===== config.mk =====
export PLATFORM = sky130hd
export DESIGN_NAME = chan_mix_sched
export DESIGN_NICKNAME = d
export VERILOG_FILES = /design/src/rtl/mix_pkg.sv /design/src/rtl/sample_tick_gen.sv /design/src/rtl/chan_mix_sched.sv
export SDC_FILE = /design/constraint.sdc
export NUM_CORES = 1
export LEC_CHECK = 0
export ABC_AREA = 0
export BUFFER_PORTS_ARGS = -buffer_cell sky130_fd_sc_hd__buf_2
export CAP_MARGIN = 0
export CORE_MARGIN = 3
export CORE_UTILIZATION = 55
export DETAILED_ROUTE_END_ITERATION = 16
export PLACE_DENSITY = 0.78
export SYNTH_ARGS = -nofsm -noshare
export SYNTH_HDL_FRONTEND = slang
export SYNTH_SLANG_ARGS = --single-unit

===== constraint.sdc =====
create_clock -name clk -period 5.2 [get_ports clk]
set_input_delay 1.3 -clock clk [delete_from_list [all_inputs] [get_ports clk]]
set_output_delay 1.3 -clock clk [all_outputs]
set_load 0.005 [all_outputs]

===== src/rtl/mix_pkg.sv =====
`default_nettype none
// ============================================================================
// Module  : mix_pkg
// Purpose : Shared constants and FSM state type for the four-channel mixer
//           scheduler.
// Rev     : 1.0  initial release
// ============================================================================
package mix_pkg;

   localparam int NCH   = 4;
   localparam int W     = 8;
   localparam int ACC_W = W + 2;
   localparam int ATT_W = 2;
   localparam int IDX_W = 2;

   typedef enum logic [1:0] {
      IDLE = 2'd0,
      ACC  = 2'd1,
      DONE = 2'd2
   } state_t;

endpackage
`default_nettype wire


===== src/rtl/sample_tick_gen.sv =====
`default_nettype none
// ============================================================================
// Module  : sample_tick_gen
// Purpose : Output-sample-rate divider. Counts 0..DIV-1 and raises tick for
//           one cycle on the last count of every period.
// Rev     : 1.0  initial release
// ============================================================================
module sample_tick_gen #(
   parameter int DIV = 256
) (
   input  logic clk,
   input  logic rst_n,
   output logic tick
);

   localparam int CNT_W = $clog2(DIV);
   localparam logic [CNT_W-1:0] LAST = CNT_W'(DIV - 1);

   // Reject divider values outside the supported range at elaboration time.
   generate
      if (DIV < 8 || DIV > 65536) begin : g_div_range_err
         $error("sample_tick_gen: DIV must be within 8..65536");
      end
   endgenerate

   logic [CNT_W-1:0] count;

   // Free-running period counter, wrapping after DIV-1.
   always_ff @(posedge clk or negedge rst_n) begin
      if (!rst_n) begin
         count <= '0;
      end else if (count == LAST) begin
         count <= '0;
      end else begin
         count <= count + 1'b1;
      end
   end

   assign tick = (count == LAST);

endmodule
`default_nettype wire


===== src/rtl/chan_mix_sched.sv =====
`default_nettype none
// ============================================================================
// Module  : chan_mix_sched
// Purpose : Frame-rate scheduler for the four-channel mixer. Snapshots the
//           channel samples once per output period, accumulates them one
//           channel per clock through a shared shift-and-add stage and
//           publishes the mixed sample with a one-cycle valid strobe.
// Config  : MIX_AVG_EN - when defined, publish the four-slot average
//           (acc/4) instead of the saturating sum; clip then stays 0.
// Rev     : 1.0  initial release
// ============================================================================
module chan_mix_sched
   import mix_pkg::*;
#(
   parameter int DIV = 256,
   parameter int W   = 8
) (
   input  logic         clk,
   input  logic         rst_n,
   input  logic [W-1:0] chl1,
   input  logic [W-1:0] chl2,
   input  logic [W-1:0] chl3,
   input  logic [W-1:0] chl4,
   input  logic [3:0]   ch_en,
   input  logic [7:0]   atten,
   input  logic         mute,
   output logic [W-1:0] sound_out,
   output logic         sample_valid,
   output logic         clip,
   output logic         busy
);

   // Sum of four W-bit samples fits in W+2 bits, so the accumulator never wraps.
   localparam int SUM_W = W + 2;
   localparam logic [SUM_W-1:0] SAT_LIMIT = {2'b00, {W{1'b1}}};

   state_t               state;
   logic [W-1:0]         snap_ch [NCH];
   logic [NCH-1:0]       snap_en;
   logic [NCH*ATT_W-1:0] snap_att;
   logic                 snap_mute;
   logic [SUM_W-1:0]     acc;
   logic [IDX_W-1:0]     idx;
   logic                 tick;
   logic [ATT_W-1:0]     cur_att;
   logic [SUM_W-1:0]     addend;

   sample_tick_gen #(
      .DIV (DIV)
   ) u_tick (
      .clk   (clk),
      .rst_n (rst_n),
      .tick  (tick)
   );

   // Shared shift stage: attenuated sample of the channel selected by idx.
   always_comb begin
      cur_att = snap_att[ATT_W*int'(idx) +: ATT_W];
      addend  = SUM_W'(snap_ch[idx]) >> cur_att;
   end

   // Frame sequencer: snapshot on tick, accumulate one slot per cycle, publish.
   always_ff @(posedge clk or negedge rst_n) begin
      if (!rst_n) begin
         state        <= IDLE;
         acc          <= '0;
         idx          <= '0;
         snap_en      <= '0;
         snap_att     <= '0;
         snap_mute    <= 1'b0;
         sound_out    <= '0;
         sample_valid <= 1'b0;
         clip         <= 1'b0;
         for (int i = 0; i < NCH; i++) begin
            snap_ch[i] <= '0;
         end
      end else begin
         sample_valid <= 1'b0;
         case (state)
            IDLE: begin
               if (tick) begin
                  snap_ch[0] <= chl1;
                  snap_ch[1] <= chl2;
                  snap_ch[2] <= chl3;
                  snap_ch[3] <= chl4;
                  snap_en    <= ch_en;
                  snap_att   <= atten;
                  snap_mute  <= mute;
                  acc        <= '0;
                  idx        <= '0;
                  state      <= ACC;
               end
            end
            ACC: begin
               if (snap_en[idx]) begin
                  acc <= acc + addend;
               end
               idx <= idx + 1'b1;
               if (idx == IDX_W'(NCH - 1)) begin
                  state <= DONE;
               end
            end
            DONE: begin
`ifdef MIX_AVG_EN
               sound_out <= snap_mute ? '0 : acc[SUM_W-1:2];
               clip      <= 1'b0;
`else
               if (snap_mute) begin
                  sound_out <= '0;
                  clip      <= 1'b0;
               end else if (acc > SAT_LIMIT) begin
                  sound_out <= {W{1'b1}};
                  clip      <= 1'b1;
               end else begin
                  sound_out <= acc[W-1:0];
                  clip      <= 1'b0;
               end
`endif
               sample_valid <= 1'b1;
               state        <= IDLE;
            end
            default: begin
               state <= IDLE;
            end
         endcase
      end
   end

   assign busy = (state != IDLE);

endmodule
`default_nettype wire

# ---- Word-level counts from Yosys, hierarchy flattened
# Index checks and enable logic that the tools add are counted.
dict set report totals {
  regBits 77
  output_inout_bits 11
  wordCells 56
}
dict set report op_classes {
  n_addsub 3
  magnitude_cmp 3
  eq_ne 7
  shifts 2
  mux 19
  bitwise 1
  reduce_logical 7
}
# operator n
set op_table {}
lappend op_table {{two-way mux 8 bit} 5}
lappend op_table {{two-way mux 10 bit} 2}
lappend op_table {{case mux 10 bit (2 select lines)} 1}
lappend op_table {{binary-select mux 8 bit (select 2 bit)} 1}
lappend op_table {{adder 10 bit} 1}
lappend op_table {{greater-than comparator 10 x 8 -> 1 bit, second input constant} 1}
lappend op_table {{right shift 8 x 2 -> 10 bit} 1}
lappend op_table {{adder 8 x 1 -> 8 bit, second input constant} 1}
lappend op_table {{== test 8 bit, second input constant} 1}
lappend op_table {{case mux 2 bit (2 select lines)} 2}
lappend op_table {{variable part select 8 x 4 -> 2 bit} 1}
lappend op_table {{two-way mux 2 bit} 3}
lappend op_table {{inequality test 2 bit, second input constant} 3}
lappend op_table {{AND reduction 2 bit} 3}
lappend op_table {{== test 2 bit, second input constant} 2}
lappend op_table {{two-way mux 1 bit} 4}
lappend op_table {{nonzero test 2 bit} 2}
lappend op_table {{>= comparator 3 bit, second input constant} 1}
lappend op_table {{< comparator 2 x 3 -> 1 bit, second input constant} 1}
lappend op_table {{NOT 2 -> 3 bit} 1}
lappend op_table {{AND reduction 3 bit} 1}
lappend op_table {{adder 2 x 1 -> 2 bit, second input constant} 1}
lappend op_table {{binary-select mux 1 bit (select 2 bit)} 1}
lappend op_table {{== test 2 x 1 -> 1 bit, second input constant} 1}
lappend op_table {{logical NOT 2 bit} 1}

# ---- Longest topological paths before layout
dict set report depth {
  word_depth 8
  mapped_depth 13
  ltp_nobuf 12
}

# ---- By module
# Synthesis repeated with hierarchy kept, for this count alone.
dict set report hier_totals {
  cells_unflattened 405
  hier_area_um2 3907.5
}
# mod instances cells_per_inst area_each_um2 seq_area_each_um2
set by_module_without_submodules {}
lappend by_module_without_submodules {chan_mix_sched 1 376 3564.7 1726.7}
lappend by_module_without_submodules {sample_tick_gen 1 29 342.8 200.2}

# ---- Least setup slack after synthesis
# Ideal clock, no wire load.
dict set report synth_timing {
  path_type {flip-flop to flip-flop}
  start {register idx[0]}
  end {register acc[8]}
  setup_ps 126
  arrival_time_ps 2866
  t_required_ps 5074
  setup_slack_ps 2208
  stages_incl_launch_ff 14
  n_path_buf 1
  cell_sequence {dfrtp_1 -> buf_4 -> mux4_2 -> nor2b_1 -> a211oi_1 -> a21oi_1 -> ha_1 -> inv_1 -> fa_1 -> and2b_1 -> o31a_1 -> o31ai_1 -> a21oi_1 -> mux2i_1}
}
dict set report synth_via {
  elab_chain_cells 8
}
# element line
set synth_lines {}
lappend synth_lines {{from (decl)} chan_mix_sched.sv:43} ;# logic [IDX_W-1:0] idx;
lappend synth_lines {{from (signal assigned)} chan_mix_sched.sv:98} ;# idx <= idx + 1'b1;
lappend synth_lines {{NOT 2 -> 3 bit (not written as such)} chan_mix_sched.sv:59} ;# addend = SUM_W'(snap_ch[idx]) >> cur_att;
lappend synth_lines {{binary-select mux 8 bit (select 2 bit)} chan_mix_sched.sv:59}
lappend synth_lines {{two-way mux 8 bit (not written as such) (2 in a row)} chan_mix_sched.sv:59}
lappend synth_lines {{right shift 8 x 2 -> 10 bit} chan_mix_sched.sv:59}
lappend synth_lines {{adder 10 bit} chan_mix_sched.sv:96} ;# acc <= acc + addend;
lappend synth_lines {{two-way mux 10 bit} chan_mix_sched.sv:95} ;# if (snap_en[idx]) begin
lappend synth_lines {{case mux 10 bit (2 select lines)} chan_mix_sched.sv:79} ;# case (state)
lappend synth_lines {{to (signal assigned)} chan_mix_sched.sv:96}
lappend synth_lines {{to (decl)} chan_mix_sched.sv:42} ;# logic [SUM_W-1:0] acc;
# Parallel ways exist; a longest one is shown, timed or not. The select of a mux whose other input is x is not followed.
# A chain may end at the register's enable or synchronous reset.

# ---- Final worst setup path
dict set report layout_timing {
  start {register idx[0]}
  end {register acc[7]}
}
# The elaborated chain is that of the path after synthesis.

==> impl_metrics.yaml <==
hold_path:
  hp-class: "flip-flop to flip-flop"
  min_delay_worst_endpoint: "snap_ch[10]"
  timing.hold.worst.start: "snap_ch[10]"
  worstHoldPathCells: 2
synth:
  yosys_warnings: 0
  seq_area_frac_synth_pct: 50.7
  synth_area_sq_mm: 0.00380
  synth.lib_cells_used.distinct: 43
  synth-seq-cells: 77
  syn_nets: 449
  synthCells: 391
  synthFlopType: "dfrtp_1"
  synth-async-reset-ratio_pct: 100
  postSynthAreaPerCell_sq_um: 9.73
  synth_enable_flop_cells: 0
placement:
  dpl_worst_slack_ns: 1.62
  hpwl_mm: 5.28
  place.gp.congestion: 0.835
  io_buffer_count: 57
sta:
  finalClockSkew_ns: 0.00630
  timing_limited_maximum_frequency_ghz: 0.282
  setup_tns_ns: 0
  timing.max_slew.rel_slack_pct: 34.8
  final.period_utilization_pct: 68.2
  worst_slack_ns: 1.65
  min_period_ns: 3.55
  setup_failing_eps_final: 0
  timing_worst_slew_pin_value_ns: 0.979
  rsz0062_at_grt: "false"
  slew_violations: 0
  hold_viol: 0
clocking:
  hold_buffers: 0
  cts-htree-levels: 3
  postCtsSetupRepairBufs: 0
  numCtsBuffers: 9
  clockBufferDepth: 2
  clock_tree.root_cell: "clkbuf_8"
  clk_pin_slew_ns: 0.08
  insertion_delay_ns: 0.33
  tritoncts: "built"
  cts-resized-gates: 0
  cts_sinks: 77
global_route:
  grt_overflow_total: 0
  grt_use_total_pct: 20.8
  grt_pass1_vias: 2682
  initial_antenna_violation_count: 0
  maximum_number_of_pins_on_one_net_before_global_route_repair: 78
  wire_length_of_the_first_global_routing_pass_mm: 12.7
critical_path:
  rr_startpoint: "idx[0]"
  critical_path.startpoint_type: "flip-flop"
  kind_of_end_point_of_the_critical_path: "flip-flop"
  timing.reg2reg.setup_slack_ns: 1.65
  timing.critical_path.required_ns: 5.43
  worst-path-max-fanout: 14
  worst_r2r_endpoint: "acc[7]"
  worst_ep_arrival_time_ns: 3.78
  r2r_cells: 10
  timing.setup.critical_path_class: "flip-flop to flip-flop"
drt:
  detailroute.via_count: 2783
  wl_cell_microns: 14.5
  drt-initial-drc-count: 108
  dr.pass1.iters: 4
  route.detailed.drc: 0
  drtAntennaViolNets: 0
  via_per_inst: 5.33
  routed_wirelength_mm: 7.55
layout:
  antennaDiodeCount: 0
  layout_cell_share_with_drive_strength_beyond_1_pct: 22.0
  area_delta_synth_final_pct: 13.4
  finish.net_count: 498
floorplanning:
  initial_core_util_pct: 58.2
  die_y_microns: 89.2
  rows: 29
  core_region_area_sq_mm: 0.00653
  die_w_microns: 89.2
  die-area_sq_mm: 0.00795
  top_level_ports: 58
outcome:
  outcome: "completed"
flow_run:
  drv_cap: 0
power_and_ir_drop:
  p_leak_nw: 2.10
  power_per_cell_area_mw_per_mm2: 263
  ir_drop_mv: 0.161
==> per-stage QoR <==
stage / area [sq um] / hold slack, ns / cells / util (%) / power (W)
final: 4310 / 0.474 / 522 / 66.0 / 0.00113
after global routing: 4310 / 0.496 / 522 / 66.0 / 0.00117
after CTS: 4310 / 0.477 / 522 / 66.0 / 0.00114
after detailed placement: 4090 / 0.459 / 506 / 62.6 / 0.000639
after global placement: 4090 / 0.451 / 506 / 62.6 / 0.000638
after floorplan: 3800 / 0.437 / 391 / - / 0.000611
==> final cells by class <==
type | count | area (sq um)
Fill cell | 539 | 2220
Tap cell | 77 | 96.3
Inverter | 7 | 26.3
Timing Repair Buffer | 58 | 295
Sequential cell | 77 | 1930
Clock buffer | 12 | 155
Clock inverter | 4 | 70.1
Multi-Input combinational cell | 287 | 1740
==> power breakdown <==
part | total [W] | switching (W) | internal (W)
combinational | 0.0000279 | 0.0000155 | 0.0000124
sequential | 0.000598 | 0 | 0.000598
clock | 0.000506 | 0.000210 | 0.000295
==> worst max path at each step <==
stage | start | endpoint | slack (ns)
after global placement | idx[0] | acc[8] | 1.72
after detailed placement | idx[0] | acc[8] | 1.62
after global routing | idx[0] | acc[8] | 1.29
after floorplan | idx[0] | acc[8] | 2.21
after CTS | idx[0] | acc[8] | 1.61
final | idx[0] | acc[7] | 1.65
==> cells in the final DEF (no fill, tap or decap), types with 3 or more instances in the layout <==
cell      Yosys  final
clkbuf_8      0     11
ha_1         10     10
buf_2         9     56
nand3_1       7      7
and2_1        3      3
mux2i_1      12     12
xnor2_1       5      5
o31ai_1      11     11
o21ai_0       9      9
nor2_1       18     18
a21oi_1       6      6
nor2b_1       3      3
a22o_2        3      3
dfrtp_1      77     77
nand2_1     157    157
inv_1         7      7
xor2_1        3      3
mux4_2       10     10
nand2b_1      3      3
==> flip-flops by register name (all words and copies together) (netlist names) <==
signal        count
snap_ch          32
acc              10
snap_att          8
sound_out         8
u_tick.count      8
snap_en           4
idx               2
state             2
clip              1
sample_valid      1
snap_mute         1
==> worst max-delay path: stages, from the launching register on <==
cell,delay (ns)
dfrtp_1,0.81
mux4_2,0.74
mux2i_1,0.27
mux2_2,0.23
inv_1,0.05
ha_1,0.26
a21oi_1,0.26
o22ai_1,0.14
a311oi_1,0.36
xnor2_1,0.11
a22o_2,0.21
==> metal layers <==
layer | vias up | share of wire (%) | wire length [microns] | global-route usage (%)
met5 | - | 0 | 0 | 0
li1 | 1405 | - | - | -
met2 | 53 | 48 | 3660 | 33.7
met3 | 6 | 3.6 | 275 | 4.98
met1 | 1319 | 47 | 3550 | 28.4
met4 | 0 | 0.83 | 63 | 5.55
==> cell usage after synthesis, drive strengths merged (5+ instances only) <==
cell | number | area (sq um)
mux2i | 12 | 120
o21ai | 9 | 45.0
o31ai | 11 | 82.6
dfrtp | 77 | 1930
a21oi | 6 | 30.0
nand2 | 157 | 589
nand3 | 7 | 35.0
xnor2 | 5 | 43.8
ha | 10 | 125
buf | 14 | 86.3
mux4 | 11 | 252
inv | 7 | 26.3
clkbuf | 6 | 22.5
nor2 | 19 | 78.8
==> logic make-up after synthesis <==
group	after synthesis	share of synthesized area, %
AO/OA/AOI/OAI	42	8.03
XOR/XNOR	8	1.84
adder cells (fa/ha/maj)	11	3.82
buffers and inverters	27	3.55
flip-flops	77	50.7
multiplexers	25	10.4
AND/OR/NAND/NOR	201	21.7
Note: power is estimated with default switching activity, not from simulation.
